$ cat config.mk
export PLATFORM = sky130hd
export DESIGN_NAME = msu_audio_seq
export DESIGN_NICKNAME = d
export VERILOG_FILES = /design/src/rtl/msu_audio_seq.sv
export SDC_FILE = /design/constraint.sdc
export NUM_CORES = 1
export LEC_CHECK = 0
export ABC_AREA = 1
export CORE_MARGIN = 5
export CORE_UTILIZATION = 45
export CTS_CLUSTER_DIAMETER = 80
export CTS_CLUSTER_SIZE = 12
export DETAILED_ROUTE_END_ITERATION = 12
export GPL_TIMING_DRIVEN = 0
export PLACE_DENSITY = 0.76
export SLEW_MARGIN = 0
export SYNTH_ARGS = -nofsm -noshare
export SYNTH_HDL_FRONTEND = slang
export SYNTH_SLANG_ARGS = --single-unit
export TNS_END_PERCENT = 100
$ cat constraint.sdc
create_clock -name clk_sys -period 4.25 [get_ports clk_sys]
set_clock_uncertainty 0.1 [all_clocks]
set_input_delay 0.85 -clock clk_sys [delete_from_list [all_inputs] [get_ports clk_sys]]
set_output_delay 0.85 -clock clk_sys [all_outputs]
set_load 0.03 [all_outputs]
$ cat src/rtl/msu_audio_seq.sv
// -----------------------------------------------------------------------------
// msu_audio_seq
//
// Sequences MSU-1 audio streaming between the MSU register block and the HPS
// command bridge. A play pulse requests a track and waits for the bridge to
// mount it. It then issues one sector request at a time whenever the audio
// FIFO can hold a whole sector. At end of track it either seeks back to the
// loop sector or stops.
//
// Ports:
//   clk_sys             system clock
//   reset               asynchronous active-high reset
//   play / stop         one-cycle command pulses (play wins when both are set)
//   repeat_en           loop at end of track (sampled at end of track)
//   track_num           track to play, latched on play
//   loop_sector         sector to seek to when looping
//   fifo_free           free 16-bit words in the audio FIFO
//   msu_track_num       latched track number presented to the bridge
//   msu_track_request   level track request to the bridge
//   msu_track_mounting  bridge is busy mounting the track
//   msu_track_missing   bridge could not find the track
//   msu_audio_size      track size in bytes, valid after mount
//   msu_audio_req       next-sector request
//   msu_audio_seek      one-cycle seek request
//   msu_audio_sector    seek target sector
//   msu_audio_ack       bridge acknowledge, high while downloading
//   msu_audio_download  sector data transfer active
//   playing             streaming active
//   track_missing       sticky until the next play
//   track_end           one-cycle pulse when a non-repeating track finishes
//   timeout_err         sticky until the next play
// -----------------------------------------------------------------------------
module msu_audio_seq #(
    parameter int          SECTOR_WORDS = 1024,
    parameter int          FIFO_AW      = 12,
    parameter logic [23:0] TIMEOUT      = 24'hFFFFFF
) (
    input  logic               clk_sys,
    input  logic               reset,
    input  logic               play,
    input  logic               stop,
    input  logic               repeat_en,
    input  logic [15:0]        track_num,
    input  logic [21:0]        loop_sector,
    input  logic [FIFO_AW-1:0] fifo_free,
    output logic [15:0]        msu_track_num,
    output logic               msu_track_request,
    input  logic               msu_track_mounting,
    input  logic               msu_track_missing,
    input  logic [31:0]        msu_audio_size,
    output logic               msu_audio_req,
    output logic               msu_audio_seek,
    output logic [21:0]        msu_audio_sector,
    input  logic               msu_audio_ack,
    input  logic               msu_audio_download,
    output logic               playing,
    output logic               track_missing,
    output logic               track_end,
    output logic               timeout_err
);

    typedef enum logic [2:0] {
        ST_IDLE,
        ST_TREQ,
        ST_MOUNT,
        ST_FILL,
        ST_REQ,
        ST_DL,
        ST_END,
        ST_DRAIN
    } state_t;

    state_t      state_q, state_d;
    logic [15:0] track_num_q, track_num_d;
    logic        track_req_q, track_req_d;
    logic        audio_req_q, audio_req_d;
    logic        audio_seek_q, audio_seek_d;
    logic [21:0] audio_sector_q, audio_sector_d;
    logic        playing_q, playing_d;
    logic        track_missing_q, track_missing_d;
    logic        track_end_q, track_end_d;
    logic        timeout_err_q, timeout_err_d;
    logic [21:0] total_q, total_d;
    logic [21:0] sec_cnt_q, sec_cnt_d;
    logic [23:0] timer_q, timer_d;
    logic        ack_prev_q, ack_prev_d;
    logic        dl_prev_q, dl_prev_d;
    logic        restart_q, restart_d;

    logic        ack_rise;
    logic        dl_rise;
    logic        dl_fall;
    logic        space_ok;
    logic        counting;
    logic        busy_cmd;
    logic [21:0] total_calc;

    // Edge detectors on the bridge handshake. A stale ack left over from the
    // previous sector cannot complete a fresh request.
    assign ack_rise = msu_audio_ack && !ack_prev_q;
    assign dl_rise  = msu_audio_download && !dl_prev_q;
    assign dl_fall  = !msu_audio_download && dl_prev_q;

    assign space_ok = (fifo_free >= FIFO_AW'(SECTOR_WORDS));

    // Only states that wait on the bridge run the watchdog.
    assign counting = (state_q == ST_TREQ) || (state_q == ST_MOUNT) ||
                      (state_q == ST_REQ)  || (state_q == ST_DL);

    assign busy_cmd = (state_q != ST_IDLE) && (play || stop);

    // Sector count rounded up. size[31:11] is at most 21 bits, so adding
    // one more sector always fits in 22 bits and cannot overflow.
    assign total_calc = {1'b0, msu_audio_size[31:11]} +
                        {21'd0, |msu_audio_size[10:0]};

    // State register: every flop of the sequencer, cleared asynchronously.
    always_ff @(posedge clk_sys or posedge reset) begin
        if (reset) begin
            state_q         <= ST_IDLE;
            track_num_q     <= '0;
            track_req_q     <= 1'b0;
            audio_req_q     <= 1'b0;
            audio_seek_q    <= 1'b0;
            audio_sector_q  <= '0;
            playing_q       <= 1'b0;
            track_missing_q <= 1'b0;
            track_end_q     <= 1'b0;
            timeout_err_q   <= 1'b0;
            total_q         <= '0;
            sec_cnt_q       <= '0;
            timer_q         <= '0;
            ack_prev_q      <= 1'b0;
            dl_prev_q       <= 1'b0;
            restart_q       <= 1'b0;
        end else begin
            state_q         <= state_d;
            track_num_q     <= track_num_d;
            track_req_q     <= track_req_d;
            audio_req_q     <= audio_req_d;
            audio_seek_q    <= audio_seek_d;
            audio_sector_q  <= audio_sector_d;
            playing_q       <= playing_d;
            track_missing_q <= track_missing_d;
            track_end_q     <= track_end_d;
            timeout_err_q   <= timeout_err_d;
            total_q         <= total_d;
            sec_cnt_q       <= sec_cnt_d;
            timer_q         <= timer_d;
            ack_prev_q      <= ack_prev_d;
            dl_prev_q       <= dl_prev_d;
            restart_q       <= restart_d;
        end
    end

    // Next-state logic. The per-state behaviour is resolved first. The
    // watchdog abort, stop and play-while-busy then override it in
    // increasing priority, so play always wins over stop and over a
    // timeout in the same cycle.
    always_comb begin
        state_d         = state_q;
        track_num_d     = track_num_q;
        track_req_d     = track_req_q;
        audio_req_d     = audio_req_q;
        audio_seek_d    = 1'b0;
        audio_sector_d  = audio_sector_q;
        playing_d       = playing_q;
        track_missing_d = track_missing_q;
        track_end_d     = 1'b0;
        timeout_err_d   = timeout_err_q;
        total_d         = total_q;
        sec_cnt_d       = sec_cnt_q;
        restart_d       = restart_q;
        ack_prev_d      = msu_audio_ack;
        dl_prev_d       = msu_audio_download;

        case (state_q)
            ST_IDLE: begin
                if (play) begin
                    track_num_d     = track_num;
                    track_missing_d = 1'b0;
                    timeout_err_d   = 1'b0;
                    track_req_d     = 1'b1;
                    state_d         = ST_TREQ;
                end
            end

            ST_TREQ: begin
                if (msu_track_mounting) begin
                    state_d = ST_MOUNT;
                end
            end

            ST_MOUNT: begin
                if (!msu_track_mounting) begin
                    track_req_d = 1'b0;
                    if (msu_track_missing) begin
                        track_missing_d = 1'b1;
                        state_d         = ST_IDLE;
                    end else begin
                        total_d   = total_calc;
                        sec_cnt_d = '0;
                        playing_d = 1'b1;
                        state_d   = (total_calc == '0) ? ST_END : ST_FILL;
                    end
                end
            end

            ST_FILL: begin
                // The bridge ignores sector requests while a track request
                // is up, so never raise one in that window.
                if (sec_cnt_q == total_q) begin
                    state_d = ST_END;
                end else if (space_ok && !track_req_q) begin
                    audio_req_d = 1'b1;
                    state_d     = ST_REQ;
                end
            end

            ST_REQ: begin
                if (ack_rise || dl_rise) begin
                    audio_req_d = 1'b0;
                    state_d     = ST_DL;
                end
            end

            ST_DL: begin
                if (dl_fall) begin
                    sec_cnt_d = sec_cnt_q + 22'd1;
                    state_d   = ST_FILL;
                end
            end

            ST_END: begin
                if (repeat_en && (loop_sector < total_q)) begin
                    audio_sector_d = loop_sector;
                    sec_cnt_d      = loop_sector;
                    audio_seek_d   = 1'b1;
                    state_d        = ST_FILL;
                end else begin
                    track_end_d = 1'b1;
                    playing_d   = 1'b0;
                    state_d     = ST_IDLE;
                end
            end

            ST_DRAIN: begin
                // The sector in flight is discarded, so sec_cnt is left alone.
                if (!msu_audio_download) begin
                    if (restart_q) begin
                        restart_d   = 1'b0;
                        track_req_d = 1'b1;
                        state_d     = ST_TREQ;
                    end else begin
                        state_d = ST_IDLE;
                    end
                end
            end

            default: begin
                state_d = ST_IDLE;
            end
        endcase

        if (counting && (timer_q == '0)) begin
            timeout_err_d = 1'b1;
            track_req_d   = 1'b0;
            audio_req_d   = 1'b0;
            audio_seek_d  = 1'b0;
            playing_d     = 1'b0;
            state_d       = ST_IDLE;
        end

        // A busy play is a stop plus a restart. Routing it through DRAIN
        // gives the bridge at least one cycle with the track request low
        // before the new track is requested.
        if (busy_cmd) begin
            track_req_d  = 1'b0;
            audio_req_d  = 1'b0;
            audio_seek_d = 1'b0;
            playing_d    = 1'b0;
            track_end_d  = 1'b0;
            restart_d    = play;
            if (play) begin
                track_num_d     = track_num;
                track_missing_d = 1'b0;
                timeout_err_d   = 1'b0;
                state_d         = ST_DRAIN;
            end else if ((state_q == ST_DL) || (state_q == ST_DRAIN)) begin
                state_d = ST_DRAIN;
            end else begin
                state_d = ST_IDLE;
            end
        end

        // The watchdog reloads with TIMEOUT-1 on every state change. The
        // abort then lands exactly TIMEOUT cycles after the state was entered.
        if (state_d != state_q) begin
            timer_d = TIMEOUT - 24'd1;
        end else if (counting) begin
            timer_d = timer_q - 24'd1;
        end else begin
            timer_d = timer_q;
        end
    end

    // Output logic: every output comes straight from a flop, so the bridge
    // sees glitch-free levels.
    always_comb begin
        msu_track_num     = track_num_q;
        msu_track_request = track_req_q;
        msu_audio_req     = audio_req_q;
        msu_audio_seek    = audio_seek_q;
        msu_audio_sector  = audio_sector_q;
        playing           = playing_q;
        track_missing     = track_missing_q;
        track_end         = track_end_q;
        timeout_err       = timeout_err_q;
    end

endmodule

==> summary.md <==
| Metric | Value |
|---|---|
| Outcome | `finished clean` |
| Total CTS buffers | `17` |
| GR Util All Layers | `21.02%` |
| Die Ht | `138.3 um` |
| Share of the yosys chip area belonging to registers | `40.23%` |
| Vias in the first global route | `6,740` |
| Final Routed Wirelength | `19,920 um` |
| IO Port Bufs | `125` |
| Die Area | `19,110 um^2` |
| Global-route wire length before repair | `33,000 um` |
| Synth Register Bits | `119` |
| Sink Count | `119` |
| # IOs | `136` |
| Final min period | `3.882 ns` |
| VDD IR max | `0.3353 mV` |
| Number of hold buffers added after CTS | `0` |
| H-tree depth | `4` |
| Hold Path Class | `flip-flop to flip-flop` |
| Slew @ Worst Pin | `0.5776 ns` |
| Die width | `138.3 um` |
| Mapped Area | `7402 um^2` |
| Layout area overhead | `29.50%` |
| Post_cts resized | `0` |
| CP Launch Point | `loop_sector[19]` |
| Drt first pass iters | `5` |
| Reg2reg start | `total_q[21]` |
| Post-Place Cells | `1,359` |
| Initial antenna violation count | `0` |
| RD Place Congestion | `0.9078` |
| Final std cells w/o fill | `1,391` |
| Final Slew Violations | `0` |
| DRT iter0 DRCs | `494` |
| Clock latency on the worst-skew pair | `0.42 ns` |
| Setup violations, final | `0` |
| Fmax | `257.6 MHz` |
| Largest net degree at the start of global routing | `85` |
| Yosys warns | `0` |
| Setup Fix Bufs, Post-CTS | `0` |
| Mapped Avg Cell Area | `7.278 um^2` |
| ANT cells | `0` |
| DRC | `0` |
| Post-DR vias/cell | `4.936` |
| Post-place setup slack | `-0.02045 ns` |
| Period utilisation layout | `91.34%` |
| Commonest non-fill, non-tap cell in the layout | `nand2_1` |
| Critical Path End Type | `flip-flop` |
| Hpwl dp | `15,440 um` |
| CTS Buffer Depth | `2` |
| Pwr/cell area | `562.7 nW/um^2` |
| Grt total ovfl | `0` |
| Antenna viol nets, final | `0` |
| CTS tree | `done` |
| Slew margin rel. | `61.09%` |
| Worst Path Max Fanout | `10` |
| Vias post-DR | `6,866` |
| Share of cells above drive strength 1 | `7.830%` |
| Drt wl/cell | `14.32 um` |
| Worst Path Required | `4.45 ns` |
| Core box area | `16,000 um^2` |
| Crit Path Category | `primary input to flip-flop` |
| Synthesized netlist cell count | `1,017` |
| Nets | `1,278` |
| Root Driver | `clkbuf_16` |
| Mapped Nets | `1,133` |
| Most frequent cells in the layout | `304 x nand2_1, 127 x inv_1, 125 x clkdlybuf4s50_1, 119 x dfrtp_1, 100 x nor2_1` |
| Startpoint Class | `primary input` |
| Final WS setup | `0.3682 ns` |
| RSZ-0062 raised after global routing | `no` |
| Leakage | `4.428 nW` |
| Worst-path clk slew | `0.06 ns` |
| Final hold vios | `0` |
| Post-synth cell types | `43` |
| CP arrival | `4.09 ns` |
| # Max-Cap Violations | `0` |
| Rows | `46` |
| Final hold slack | `0.3696 ns` |
| Starting Density | `46.26%` |
==> logic make-up after synthesis <==
family / after synthesis / share of synthesized area [%]
AND/OR/NAND/NOR: 532 / 31.49
buffers and inverters: 162 / 8.705
AO/OA/AOI/OAI: 131 / 9.669
flip-flops: 119 / 40.23
XOR/XNOR: 48 / 5.679
adder cells (fa/ha/maj): 25 / 4.226
==> critical path, cell delays in order <==
cell	delay, ns
clkdlybuf4s50_1	0.56
ha_1	0.38
nand2_1	0.06
nor2_1	0.13
nand2_1	0.12
nor2_1	0.13
o21ai_0	0.24
nand4_1	0.32
clkinv_1	0.34
nor2_1	0.17
nand2_1	0.12
nand2_2	0.09
nand2_2	0.05
nand2_2	0.08
nand2_4	0.07
nor2_8	0.16
buf_12	0.16
nand2_2	0.05
==> through the flow <==
step | TNS, ns | utilization (%) | instance area, um^2 | total power, mW
after CTS | 0 | 59.91 | 9585 | 5.407
final | 0 | 59.91 | 9585 | 5.394
after global routing | 0 | 59.91 | 9585 | 5.752
after global placement | -193.43 | 55.77 | 8924 | 3.783
after floorplan | 0 | - | 7402 | 3.124
after detailed placement | -0.2193 | 55.97 | 8956 | 3.845
==> where the power goes <==
group	internal [mW]	leakage (nW)	total, mW	switching (mW)
combinational	0.814	2.71	2.06	1.24
sequential	1.47	1.41	1.79	0.325
clock	1.01	0.307	1.55	0.535
total	3.29	4.43	5.39	2.10
==> path summary, 6_finish.rpt <==
| path | depth (start not counted) | slack, ns | to |
|---|---|---|---|
| min in group asynchronous | 2 | 0.70 | msu_audio_sector[2] |
| max in group asynchronous | 3 | 2.62 | msu_audio_sector[19] |
| setup / recovery | 18 | 0.37 | timer_q[1] |
| hold / removal | 2 | 0.37 | flip-flop |
| setup reg to reg | 18 | 0.96 | timer_q[1] |
| hold reg to reg | 2 | 0.37 | flip-flop |
==> cell type report <==
type                    instances  area [um^2]
clock inverters                12        172.7
well taps                     216        270.3
flip-flops and latches        119         2978
plain buffers                  21        115.1
inverters                     141        534.3
repair buffers                126         1279
fillers                      1459         6415
clock buffers                  20        456.7
multi-input cells             736         3780
==> synth_stat cells <==
cell      count  area share (%)
inv_1       128             6.5
a221oi_1      1            0.12
o31ai_1       2            0.20
nor2_2        6            0.51
nor3_2        1            0.14
clkinv_1      4            0.20
o21ai_2       1            0.12
o221ai_1      1            0.12
a21boi_0      1            0.10
nor4_1        8            0.68
or2_2         1           0.085
a21o_1        1            0.10
xnor2_1      12             1.4
o21ai_1       4            0.27
dfrtp_1     119              40
nor2_4        4            0.61
nand3b_1      1            0.10
ha_1         25             4.2
inv_2         9            0.46
nor3_4        2            0.44
nand3_1      39             2.6
o21bai_1      2            0.20
nand2_4       1            0.15
nor3_1       21             1.4
o32ai_1       2            0.24
nor2_8        1            0.27
nand3_2       1            0.14
nand4_1      13             1.1
buf_12        2            0.54
nand4_4       1            0.29
xor2_1       36             4.3
clkbuf_1     15            0.76
a21oi_1      27             1.8
buf_1         3            0.15
buf_4         1            0.10
a31oi_1       5            0.42
nand4_2       1            0.17
nor2_1      100             5.1
nand2_2      27             2.3
o21a_1        3            0.30
o21ai_0      71             4.8
o22ai_1      10            0.85
nand2_1     304              15
==> layer usage <==
layer  vias to the layer above  routed length, um  share of wire, %  GRT usage, %
li1                       3521                  -                 -             -
met2                       174               9564                48         34.69
met3                        20                966               4.9         3.310
met5                         -                  0                 0             0
met1                      3151               9065                46         28.18
met4                         0                320               1.6         7.436
Power figures use the tool's default switching activity.
